==> src/rtl/spi_frame_sequencer_if.sv <==
// rtl/spi_frame_sequencer_if.sv - SPI pin bundle between the frame sequencer and an ADC.
interface spi_frame_sequencer_if;
  logic spi_cs_n;
  logic spi_sclk;
  logic spi_mosi;
  logic spi_miso;

  modport master (output spi_cs_n, output spi_sclk, output spi_mosi, input spi_miso);
  modport slave  (input spi_cs_n, input spi_sclk, input spi_mosi, output spi_miso);
endinterface

==> src/rtl/spi_frame_sequencer.sv <==
// rtl/spi_frame_sequencer.sv - SPI master issuing one CPOL=0/CPHA=1 frame per start or drdy request.
// A request seen in the last GAP cycle is taken directly, so held requests run back-to-back.
module spi_frame_sequencer #(
  parameter int CLK_DIV    = 6,
  parameter int FRAME_BITS = 32,
  parameter int CS_GAP     = 4
) (
  input  logic                  system_clock,
  input  logic                  reset_n,
  input  logic                  start,
  input  logic                  auto_mode,
  input  logic [31:0]           tx_word,
  input  logic                  drdy_n,
  spi_frame_sequencer_if.master spi,
  output logic [31:0]           rx_word,
  output logic                  rx_valid,
  output logic                  busy,
  output logic                  overrun
);

  localparam int SHIFT_CYCLES = 2 * CLK_DIV * FRAME_BITS;
  localparam int CNT_MAX      = (SHIFT_CYCLES > CS_GAP) ? SHIFT_CYCLES : CS_GAP;
  localparam int CNT_W        = $clog2(CNT_MAX + 1);
  localparam int HC_W         = $clog2(CLK_DIV + 1);

  localparam logic [CNT_W-1:0] SHIFT_LAST = CNT_W'(SHIFT_CYCLES - 1);
  localparam logic [CNT_W-1:0] GAP_LAST   = CNT_W'(CS_GAP - 1);
  localparam logic [HC_W-1:0]  HC_LAST    = HC_W'(CLK_DIV - 1);

  localparam logic [2:0] S_IDLE  = 3'd0;
  localparam logic [2:0] S_SETUP = 3'd1;
  localparam logic [2:0] S_SHIFT = 3'd2;
  localparam logic [2:0] S_HOLD  = 3'd3;
  localparam logic [2:0] S_GAP   = 3'd4;

  logic [2:0]       state_q, state_d;
  logic [CNT_W-1:0] cnt_q, cnt_d;
  logic [HC_W-1:0]  hc_q, hc_d;
  logic [31:0]      tx_sr_q, tx_sr_d;
  logic [31:0]      rx_sr_q, rx_sr_d;
  logic [31:0]      rx_word_q, rx_word_d;
  logic             cs_n_q, cs_n_d;
  logic             sclk_q, sclk_d;
  logic             mosi_q, mosi_d;
  logic             rx_valid_q, rx_valid_d;
  logic             busy_q, busy_d;
  logic             overrun_q, overrun_d;
  logic             sync1_q, sync2_q, drdy_prev_q;

  logic drdy_fall;
  logic request;
  logic accept;

  assign drdy_fall = drdy_prev_q & ~sync2_q;
  assign request   = start | (auto_mode & drdy_fall);
  assign accept    = request & ((state_q == S_IDLE) || (state_q == S_GAP && cnt_q == GAP_LAST));

  always_comb begin
    state_d    = state_q;
    cnt_d      = cnt_q;
    hc_d       = hc_q;
    tx_sr_d    = tx_sr_q;
    rx_sr_d    = rx_sr_q;
    rx_word_d  = rx_word_q;
    cs_n_d     = cs_n_q;
    sclk_d     = sclk_q;
    mosi_d     = mosi_q;
    rx_valid_d = 1'b0;
    busy_d     = busy_q;
    overrun_d  = auto_mode & drdy_fall & busy_q & ~accept;

    case (state_q)
      S_IDLE: begin
      end
      S_SETUP: begin
        if (cnt_q == GAP_LAST) begin
          state_d = S_SHIFT;
          cnt_d   = '0;
          hc_d    = '0;
          sclk_d  = 1'b1;
          mosi_d  = tx_sr_q[31];
          tx_sr_d = {tx_sr_q[30:0], 1'b0};
        end else begin
          cnt_d = cnt_q + CNT_W'(1);
        end
      end
      S_SHIFT: begin
        cnt_d = cnt_q + CNT_W'(1);
        if (hc_q == HC_LAST) begin
          hc_d = '0;
          if (sclk_q) begin
            sclk_d  = 1'b0;
            rx_sr_d = {rx_sr_q[30:0], spi.spi_miso};
          end else if (cnt_q == SHIFT_LAST) begin
            // last low half-period has elapsed; no further rising edge
            state_d = S_HOLD;
            cnt_d   = '0;
            mosi_d  = 1'b0;
          end else begin
            sclk_d  = 1'b1;
            mosi_d  = tx_sr_q[31];
            tx_sr_d = {tx_sr_q[30:0], 1'b0};
          end
        end else begin
          hc_d = hc_q + HC_W'(1);
        end
      end
      S_HOLD: begin
        if (cnt_q == GAP_LAST) begin
          state_d    = S_GAP;
          cnt_d      = '0;
          cs_n_d     = 1'b1;
          rx_word_d  = rx_sr_q;
          rx_valid_d = 1'b1;
        end else begin
          cnt_d = cnt_q + CNT_W'(1);
        end
      end
      S_GAP: begin
        if (cnt_q == GAP_LAST) begin
          state_d = S_IDLE;
          cnt_d   = '0;
          busy_d  = 1'b0;
        end else begin
          cnt_d = cnt_q + CNT_W'(1);
        end
      end
      default: begin
        state_d = S_IDLE;
      end
    endcase

    if (accept) begin
      state_d = S_SETUP;
      cnt_d   = '0;
      hc_d    = '0;
      cs_n_d  = 1'b0;
      sclk_d  = 1'b0;
      mosi_d  = 1'b0;
      busy_d  = 1'b1;
      tx_sr_d = tx_word << (32 - FRAME_BITS);
      rx_sr_d = '0;
    end
  end

  always_ff @(posedge system_clock or negedge reset_n) begin
    if (!reset_n) begin
      state_q     <= S_IDLE;
      cnt_q       <= '0;
      hc_q        <= '0;
      tx_sr_q     <= '0;
      rx_sr_q     <= '0;
      rx_word_q   <= '0;
      cs_n_q      <= 1'b1;
      sclk_q      <= 1'b0;
      mosi_q      <= 1'b0;
      rx_valid_q  <= 1'b0;
      busy_q      <= 1'b0;
      overrun_q   <= 1'b0;
      sync1_q     <= 1'b1;
      sync2_q     <= 1'b1;
      drdy_prev_q <= 1'b1;
    end else begin
      state_q     <= state_d;
      cnt_q       <= cnt_d;
      hc_q        <= hc_d;
      tx_sr_q     <= tx_sr_d;
      rx_sr_q     <= rx_sr_d;
      rx_word_q   <= rx_word_d;
      cs_n_q      <= cs_n_d;
      sclk_q      <= sclk_d;
      mosi_q      <= mosi_d;
      rx_valid_q  <= rx_valid_d;
      busy_q      <= busy_d;
      overrun_q   <= overrun_d;
      sync1_q     <= drdy_n;
      sync2_q     <= sync1_q;
      drdy_prev_q <= sync2_q;
    end
  end

  assign spi.spi_cs_n = cs_n_q;
  assign spi.spi_sclk = sclk_q;
  assign spi.spi_mosi = mosi_q;
  assign rx_word      = rx_word_q;
  assign rx_valid     = rx_valid_q;
  assign busy         = busy_q;
  assign overrun      = overrun_q;

endmodule

==> src/flat_wrapper.sv <==
// flat-port wrapper written by rule: the top's interface ports become plain ports
module spi_frame_sequencer_flat 
#(
  parameter int CLK_DIV    = 6,
  parameter int FRAME_BITS = 32,
  parameter int CS_GAP     = 4
)
  (system_clock, reset_n, start, auto_mode, tx_word, drdy_n, rx_word, rx_valid, busy, overrun, spi_spi_cs_n, spi_spi_sclk, spi_spi_mosi, spi_spi_miso);
  spi_frame_sequencer_if spi_i ();
  input  logic system_clock;
  input  logic reset_n;
  input  logic start;
  input  logic auto_mode;
  input  logic [31:0] tx_word;
  input  logic drdy_n;
  output logic [31:0] rx_word;
  output logic rx_valid;
  output logic busy;
  output logic overrun;
  output wire logic [$bits(spi_i.spi_cs_n)-1:0] spi_spi_cs_n;
  output wire logic [$bits(spi_i.spi_sclk)-1:0] spi_spi_sclk;
  output wire logic [$bits(spi_i.spi_mosi)-1:0] spi_spi_mosi;
  input wire logic [$bits(spi_i.spi_miso)-1:0] spi_spi_miso;
  assign spi_spi_cs_n = spi_i.spi_cs_n;
  assign spi_spi_sclk = spi_i.spi_sclk;
  assign spi_spi_mosi = spi_i.spi_mosi;
  assign spi_i.spi_miso = spi_spi_miso;
  spi_frame_sequencer #(.CLK_DIV(CLK_DIV), .FRAME_BITS(FRAME_BITS), .CS_GAP(CS_GAP)) u_core (.system_clock(system_clock), .reset_n(reset_n), .start(start), .auto_mode(auto_mode), .tx_word(tx_word), .drdy_n(drdy_n), .spi(spi_i), .rx_word(rx_word), .rx_valid(rx_valid), .busy(busy), .overrun(overrun));
endmodule
==> config.mk <==
export PLATFORM = sky130hd
export DESIGN_NAME = spi_frame_sequencer_flat
export DESIGN_NICKNAME = d
export VERILOG_FILES = /design/src/rtl/spi_frame_sequencer_if.sv /design/src/rtl/spi_frame_sequencer.sv /design/src/flat_wrapper.sv
export SDC_FILE = /design/constraint.sdc
export NUM_CORES = 1
export LEC_CHECK = 0
export CORE_UTILIZATION = 40
export DETAILED_ROUTE_END_ITERATION = 16
export PLACE_DENSITY_LB_ADDON = 0.25
export SETUP_SLACK_MARGIN = 0.05
export SLEW_MARGIN = 25
export SYNTH_ARGS = -nofsm -noshare
export SYNTH_HDL_FRONTEND = slang
export SYNTH_SLANG_ARGS = --single-unit
export TNS_END_PERCENT = 50
==> constraint.sdc <==
create_clock -name system_clock -period 4.2 [get_ports system_clock]
set_input_delay 0.63 -clock system_clock [delete_from_list [all_inputs] [get_ports system_clock]]
set_output_delay 0.63 -clock system_clock [all_outputs]
set_load 0.005 [all_outputs]
# After elaboration in Yosys (flattened, before gate mapping)
# Index checks and enable logic that the tools add are counted.
# Widths: inputs -> output; s select.
word_totals:
  ff_bits: 120
  out_inout_bits: 38
  elab_cells: 107
classes:
  addsub: 2
  eq_ne: 15
  n_mux: 46
  n_bitwise: 8
  n_reduce_logical: 21
ops:
  columns: ["op", "n"]
  rows:
  - ["$mux 32", 9]
  - ["$pmux 32 s2", 1]
  - ["$mux 9", 5]
  - ["$mux 3", 9]
  - ["$pmux 9 s2", 1]
  - ["$mux 1", 17]
  - ["$pmux 3 s5", 1]
  - ["$ne 3x1->1 const B", 4]
  - ["$reduce_bool 2->1", 6]
  - ["$add 9x1->9 const B", 1]
  - ["$eq 9x2->1 const B", 1]
  - ["$eq 9x9->1 const B", 1]
  - ["$reduce_and 2->1", 4]
  - ["$reduce_and 7->1", 1]
  - ["$eq 3x2->1 const B", 2]
  - ["$eq 3x3->1 const B", 2]
  - ["$ne 3x2->1 const B", 2]
  - ["$pmux 3 s2", 1]
  - ["$reduce_and 3->1", 2]
  - ["$reduce_bool 3->1", 2]
  - ["$and 1x1->1", 5]
  - ["$reduce_and 5->1", 1]
  - ["$pmux 1 s2", 2]
  - ["$reduce_and 4->1", 1]
  - ["other kinds (10)", 11]

# Logic depth before layout (Yosys ltp)
# Gate-level depths: netlist (run 1).
logic_depth:
  depth_word: 7
  mapped_depth: 8
  ltp_nobuf: 6

# Worst setup path after synthesis (run 1)
# No wires, ideal clock.
synth_timing:
  path_kind: "register to register"
  from: "reg u_core.cnt_q[0]"
  to: "reg u_core.mosi_q, in the netlist u_core.spi.spi_mosi"
  setup_ns: 0.121
  arrival_time_ns: 2.094
  required_ns: 4.079
  slack_ns: 1.985
  stages_incl_launch_ff: 8
  synth_period_minus_slack_ns: 2.215
  path_cell_list: "dfrtp_1 ha_1 or4b_1 or2_1 buf_6 o31ai_4 a21bo_1 a22o_1"
synth_between:
  elab_chain_cells: 6
synth_rtl:
  columns: ["element", "line_no", "source"]
  rows:
  - ["start, declared", "spi_frame_sequencer.sv:37", "logic [CNT_W-1:0] cnt_q, cnt_d;"]
  - ["start signal, assigned", "spi_frame_sequencer.sv:165", "cnt_q <= cnt_d;"]
  - ["$eq 9x9->1 or $eq 9x2->1 (tied branches)", "spi_frame_sequencer.sv:94, spi_frame_sequencer.sv:56, spi_frame_sequencer.sv:76", null]
  - ["$mux 1 or $logic_and 1x1->1 (tied branches)", "spi_frame_sequencer.sv:94, spi_frame_sequencer.sv:56", null]
  - ["$mux 1 or $logic_or 1x1->1 (tied branches)", "spi_frame_sequencer.sv:91, spi_frame_sequencer.sv:56", null]
  - ["$mux 1 or $and 1x1->1 (tied branches)", "spi_frame_sequencer.sv:89, spi_frame_sequencer.sv:56", null]
  - ["$pmux 1 s2 (tied with other cells)", "spi_frame_sequencer.sv:72", "case (state_q)"]
  - ["$mux 1 or $reduce_and 4->1 (tied branches)", null, null]
  - ["end signal, assigned", "spi_frame_sequencer.sv:172", "mosi_q <= mosi_d;"]
  - ["end, declared", "spi_frame_sequencer.sv:44", "logic mosi_q, mosi_d;"]
# Several ways; a longest one is shown, not always the timed one. The select of a mux whose other input is x is not followed.
# A chain may end at the register's enable or synchronous reset.

# Worst setup path after layout (run 1)
layout_timing:
  from: "reg u_core.cnt_q[0]"
  to: "reg u_core.rx_word_q[13], in the netlist u_core.rx_word[13]"
layout_between:
  elab_chain_cells: 2
layout_rtl:
  columns: ["element", "line_no", "source"]
  rows:
  - ["$eq 9x2->1", "spi_frame_sequencer.sv:109", "if (cnt_q == GAP_LAST) begin"]
  - ["$reduce_and 2->1 (no source line)", null, null]
  - ["end signal, assigned", "spi_frame_sequencer.sv:169", "rx_word_q <= rx_word_d;"]
  - ["end, declared", "spi_frame_sequencer.sv:41", "logic [31:0] rx_word_q, rx_word_d;"]
# Every way passes these cells.

==> results of run 1 <==
[cell usage in the layout, fill, tap and decap left out, types with 2 or more instances in the layout]
cell / n
o21a_1: 2
nand3_1: 7
clkdlybuf4s50_1: 74
a32o_1: 2
o211ai_1: 4
clkbuf_16: 17
nand3b_1: 2
nand2_1: 118
or3_1: 2
a21oi_1: 101
inv_6: 6
mux2i_1: 2
a21o_1: 2
nor2b_1: 3
o31ai_1: 2
clkinvlp_4: 2
dfrtp_1: 116
o221ai_1: 2
o21ai_0: 13
buf_4: 5
or2_2: 2
inv_1: 2
clkinv_4: 4
mux2_2: 32
dfstp_2: 4
bufinv_16: 2
and2_1: 3
nor2_1: 46
a31oi_1: 3
nand4_1: 4
nand3_2: 2
a22o_1: 2
[kinds of logic after synthesis]
logic type / after synthesis / synth area share [%]
AND/OR/NAND/NOR: 201 / 16.4
flip-flops: 120 / 57.0
buffers and inverters: 34 / 3.29
adder cells (fa/ha/maj): 1 / 0.237
multiplexers: 34 / 7.20
AO/OA/AOI/OAI: 142 / 15.9
[power breakdown]
part | switching (mW) | internal, mW | leakage [nW]
Clock | 0.558 | 0.904 | 0.289
Combinational | 0.0303 | 0.0325 | 1.46
Sequential | 0.000638 | 1.16 | 1.29
Total | 0.589 | 2.10 | 3.03
[state kept, by name (all words and copies together) (netlist names), 3 cells and up]
register,count
u_core.state_q,3
u_core.rx_sr_q,32
u_core.hc_q,3
u_core.cnt_q,9
u_core.tx_sr_q,32
u_core.rx_word,32
[final cells by class]
| type | count | share of cell area, % |
|---|---|---|
| flip-flops and latches | 120 | 44.7 |
| clock buffers | 18 | 6.53 |
| well taps | 172 | 3.20 |
| inverters | 2 | 0.112 |
| clock inverters | 14 | 2.42 |
| repair buffers | 80 | 11.7 |
| multi-input cells | 378 | 31.3 |
[how the worst min path moves through the flow]
stage                              from                             end  slack, ns  cells past startpoint
6_report                        reset_n   u_core.state_q[1]$_DFFE_PN0P_       0.25                      1
5_1_grt                         reset_n  u_core.rx_sr_q[14]$_DFFE_PN0P_       0.31                      1
4_1_cts        u_core.sync1_q$_DFF_PN1_        u_core.sync2_q$_DFF_PN1_       0.36                      0
3_5_place_dp   u_core.sync1_q$_DFF_PN1_        u_core.sync2_q$_DFF_PN1_       0.35                      0
3_3_place_gp   u_core.sync1_q$_DFF_PN1_        u_core.sync2_q$_DFF_PN1_       0.35                      0
2_1_floorplan                   reset_n         u_core.busy$_DFFE_PN0P_       0.33                      0
[through the flow]
step	instance area [um^2]	power [mW]	hold WS, ns	instances	setup WS (ns)
6_report	6730	2.68	0.252	784	1.28
5_1_grt	6730	2.78	0.309	784	0.994
4_1_cts	6720	2.71	0.360	784	1.23
3_5_place_dp	6120	1.24	0.348	752	1.26
3_3_place_gp	6110	1.24	0.347	752	1.36
2_1_floorplan	5280	1.18	0.334	532	1.98
[metal layers]
layer	vias up	global-route usage, %	part of all wire (%)
li1	1971	-	-
met1	1998	23.9	46
met2	108	28.2	48
met3	13	3.76	4.9
met4	0	6.84	1.3
met5	-	0	0
[worst max-delay path: stages (launching register included)]
cell     delay [ns]
dfrtp_1        0.39
ha_1           0.29
or4b_1         0.55
nor2_1         0.29
nand3_2        0.71
mux2_2         0.55
==> results_dict.tcl, run 1 <==
set metrics [dict create \
    status "finished, final reports clean" \
    grt_pass1_wl_mm 18.7 \
    synth_edf_count 0 \
    postCtsHoldBufs 0 \
    fin_setup_tns_ns 0 \
    viasPerCell 5.22 \
    grt_max_degree 78 \
    num_rows 41 \
    period_share_pct 69.5 \
    cp-endpoint "u_core.rx_word[13]$_DFFE_PN0P_" \
    finalHoldViolations 0 \
    cts.repair.resized 0 \
    drv_slew 0 \
    register_area_um2 3010 \
    port_buffers 75 \
    wl_mm 11.3 \
    setup_violations 0 \
    syn-cell-area_um2 5280 \
    clock_skew_ns 0.0101 \
    antenna_found_initial 0 \
    max_slew.worst_pin.slew_ns 0.861 \
    antennaDiodeCount 0 \
    layout-drive-gt1-share_pct 13.9 \
    synth_top_cell_area_share_pct 55.0 \
    cp-start-kind "flip-flop" \
    die_w_um 117 \
    cts_tree "done" \
    reg2reg_to "u_core.rx_word[13]$_DFFE_PN0P_" \
    htreeDepth 4 \
    reg2reg_slack_ns 1.28 \
    yosys_register_bits 120 \
    final_core_util_pct 52.9 \
    crit_fanout 34 \
    hold_path_class "input pin to async pin" \
    p_per_area_nw_per_um2 399 \
    yosysTopAreaCell "dfrtp_1" \
    synth_nets 571 \
    die_y_um 117 \
    fmax_mhz 343 \
    synth_common_cells "118 x nand2_1, 116 x dfrtp_1, 101 x a21oi_1, 46 x nor2_1, 32 x mux2_2" \
    r2r_start "u_core.cnt_q[0]$_DFFE_PN0P_" \
    syn_inst 532 \
    grt-ovfl-total 0 \
    firstDrtPassIters 5 \
    cts_setup_buffers 0 \
    slew_headroom_pct 42.5 \
    antenna_left 0 \
    start_util_pct 41.5 \
    cts.root.buffer_cell "clkbuf_16" \
    clk_latency_ns 0.40 \
    syn_avg_cell_area_um2 9.92 \
    multi_input_area_um2 2110 \
    clkTransAtPathRegs_ns 0.06 \
    yosys-top-cells-area "dfrtp_1 55%, a21oi_1 9.6%, nand2_1 8.4%" \
    arrival_ns 3.20 \
    synthFlopType "dfrtp_1" \
    wl_per_cell_um 14.4 \
    place_hpwl_mm 7.32 \
    io_pins 76 \
    worst_setup_path_startpoint "u_core.cnt_q[0]$_DFFE_PN0P_" \
    final_nets 638 \
    synth_cell_types 49 \
    post-route-min-period_ns 2.92 \
    cp_data_required_time_ns 4.48 \
    rsz0062_at_grt "no" \
    vdd_drop_max_mv 0.246 \
    yosysMostFrequentCell "nand2_1" \
    post-route-drc-count 0 \
    die_area_um2 13700 \
    area_growth_pct 27.4 \
    place_congestion 0.833 \
    worst-r2r-cell-count 5 \
    numClockSinks 120 \
    synth_warnings 0 \
    synth_seq_area_share_pct 57.0 \
    fill_cells 1192 \
    maxCapViolations 0 \
    clock_path_buffers 2 \
    numCtsBuffers 17 \
    vias 4090 \
    groute.usage.overall_pct 17.7 \
    crit_type "flip-flop to flip-flop" \
    drtIter0Drc 289 \
    grt_pass1_vias 3911 \
    synth-async-reset-ratio_pct 100 \
    core_um2 12700 \
    p_leak_nw 3.03 \
    cp-end-kind "flip-flop" \
]
(Power assumes the default switching activity.)
==> inputs of run 2 (changes only) <==
==> constraint.sdc (replaced) <==
create_clock -name system_clock -period 2.5 [get_ports system_clock]
set_input_delay 0.375 -clock system_clock [delete_from_list [all_inputs] [get_ports system_clock]]
set_output_delay 0.375 -clock system_clock [all_outputs]
set_load 0.005 [all_outputs]
==> run 2 against run 1 <==
Compared with the run above:
- clock power up 50%
- critical path depth up 1
- cell count up 2.0%
- via count up 0.98%
- largest power group unchanged
- utilization up 0.70 points
- sequential share of layout area down 0.58 points
- design area up 1.3%
- hold slack better by 0.10 ns
- non-clock buffer count up 16
- total power up 58%
- register-to-register slack worse by 1.1 ns
- die area unchanged
==> results_dict.tcl, run 2 (same netlist as run 1, synthesis figures left out) <==
set metrics [dict create \
    status "finished, final reports clean" \
    clock_path_buffers 2 \
    fin_setup_tns_ns 0 \
    r2r_start "u_core.cnt_q[0]$_DFFE_PN0P_" \
    viasPerCell 5.16 \
    grt-ovfl-total 0 \
    crit_type "flip-flop to flip-flop" \
    place_hpwl_mm 7.61 \
    clkPwrFrac_pct 51.5 \
    setup_violations 0 \
    clk_latency_ns 0.42 \
    post-route-drc-count 0 \
    arrival_ns 2.56 \
    p_sw_share_pct 22.4 \
    num_rows 41 \
    vias 4130 \
    maxCapViolations 0 \
    p_per_area_nw_per_um2 623 \
    cp-start-kind "flip-flop" \
    post-route-min-period_ns 2.28 \
    numClockSinks 120 \
    layout-drive-gt1-share_pct 15.4 \
    fmax_mhz 438 \
    die_area_um2 13700 \
    cp.buffers_inverters 1 \
    slowest_delay_ns 0.51 \
    grt_pass1_vias 4000 \
    place_congestion 0.889 \
    max_slew.worst_pin.slew_ns 0.678 \
    area_growth_pct 29.1 \
    wl_mm 11.5 \
    final_nets 654 \
    core_um2 12700 \
    antenna_found_initial 0 \
    slowest_stage "or4b_1" \
    pwr-share-comb_pct 2.6 \
    cts_tree "done" \
    rsz0062_at_grt "no" \
    port_buffers 75 \
    crit_chain "ha_1, or4b_1, or2_1, a21oi_4, buf_4, a21oi_1" \
    antennaDiodeCount 0 \
    timing.hold.ws_ns 0.356 \
    drv_slew 0 \
    die_w_um 117 \
    worst_setup_path_startpoint "u_core.cnt_q[0]$_DFFE_PN0P_" \
    crit_cells 6 \
    final_common_cell "nand2_1" \
    internal-power_mw 3.29 \
    instances_no_fill 800 \
    p_leak_nw 3.09 \
    io_pins 76 \
    firstDrtPassIters 4 \
    vdd_drop_max_mv 0.375 \
    drtIter0Drc 202 \
    hold_path_class "flip-flop to flip-flop" \
    seqPwrFrac_pct 45.9 \
    htreeDepth 4 \
    final_cell_mix "118 x nand2_1, 116 x dfrtp_1, 101 x a21oi_1" \
    groute.usage.overall_pct 18.9 \
    placed_cells 767 \
    cts.repair.resized 0 \
    reg2reg_to "u_core.rx_sr_q[17]$_DFFE_PN0P_" \
    cp-end-kind "flip-flop" \
    period_share_pct 91.3 \
    crit_fanout 32 \
    die_y_um 117 \
    start_util_pct 41.5 \
    reg2reg_slack_ns 0.22 \
    wl_per_cell_um 14.4 \
    finalHoldViolations 0 \
    final_core_util_pct 53.6 \
    numCtsBuffers 17 \
    slew_headroom_pct 54.6 \
    net-switching-power_mw 0.953 \
    worst-r2r-cell-count 6 \
    cp-endpoint "u_core.rx_sr_q[17]$_DFFE_PN0P_" \
    holdPathStages 0 \
    path_delay_family "simple AND/OR/NAND/NOR gates" \
    clock_skew_ns 0.00629 \
    antenna_left 0 \
    grt_max_degree 44 \
    finalPower_mw 4.25 \
    clkTransAtPathRegs_ns 0.05 \
    cp_data_required_time_ns 2.78 \
    cts.root.buffer_cell "clkbuf_16" \
    grt_pass1_wl_mm 19.5 \
]
==> run 2: power groups by stage <==
stage                     combinational, mW  clock, mW  sequential (mW)
after floorplan                     0.00495          0             1.98
after global placement                0.111          0             1.98
after detailed placement              0.111          0             1.98
after CTS                             0.113       2.23             1.95
after global routing                  0.123       2.33             1.95
final                                 0.109       2.19             1.95
==> run 2: routing by layer <==
layer	global-route usage (%)	share of wire, %	vias up
met3	5.41	5.6	23
met5	0	0	-
li1	-	-	2002
met4	9.54	2.3	0
met1	24.5	46	1986
met2	29.0	46	119
==> run 2: cell type report <==
| class | instances | area, um^2 |
|---|---|---|
| fill | 1170 | 5910 |
| sequential | 120 | 3010 |
| multi-input combinational | 378 | 2100 |
| timing repair buffer | 96 | 946 |
| clock buffer | 18 | 439 |
| tap | 172 | 215 |
| clock inverter | 14 | 103 |
| inverter | 2 | 7.51 |
==> run 2: worst reg2reg max path, stage by stage, from the launching register on <==
cell     delay (ns)
dfrtp_1        0.39
ha_1           0.18
or4b_1         0.51
or2_1          0.38
a21oi_4        0.23
buf_4          0.35
a21oi_1        0.10
==> run 2: what timing repair did <==
item                                    in CTS  in global routing
hold buffers                                 1                  0
setup buffers                                0                  0
endpoints found under the setup margin       0                  0
hold endpoints to repair                    36                  0
==> run 2: metrics by stage <==
stage	instance area [um^2]	setup WS (ns)
floorplan	5280	0.285
global placement	6260	0.265
detailed placement	6260	0.215
CTS	6820	0.225
global route	6820	0.116
finish	6820	0.218
==> run 2: how the worst min path moves through the flow <==
| stage | startpoint | endpoint | slack, ns |
|---|---|---|---|
| floorplan | reset_n | u_core.busy$_DFFE_PN0P_ | 0.08 |
| global placement | u_core.sync1_q$_DFF_PN1_ | u_core.sync2_q$_DFF_PN1_ | 0.35 |
| detailed placement | u_core.sync1_q$_DFF_PN1_ | u_core.sync2_q$_DFF_PN1_ | 0.35 |
| CTS | drdy_n | u_core.sync1_q$_DFF_PN1_ | 0.35 |
| global route | drdy_n | u_core.sync1_q$_DFF_PN1_ | 0.34 |
| finish | u_core.sync1_q$_DFF_PN1_ | u_core.sync2_q$_DFF_PN1_ | 0.36 |
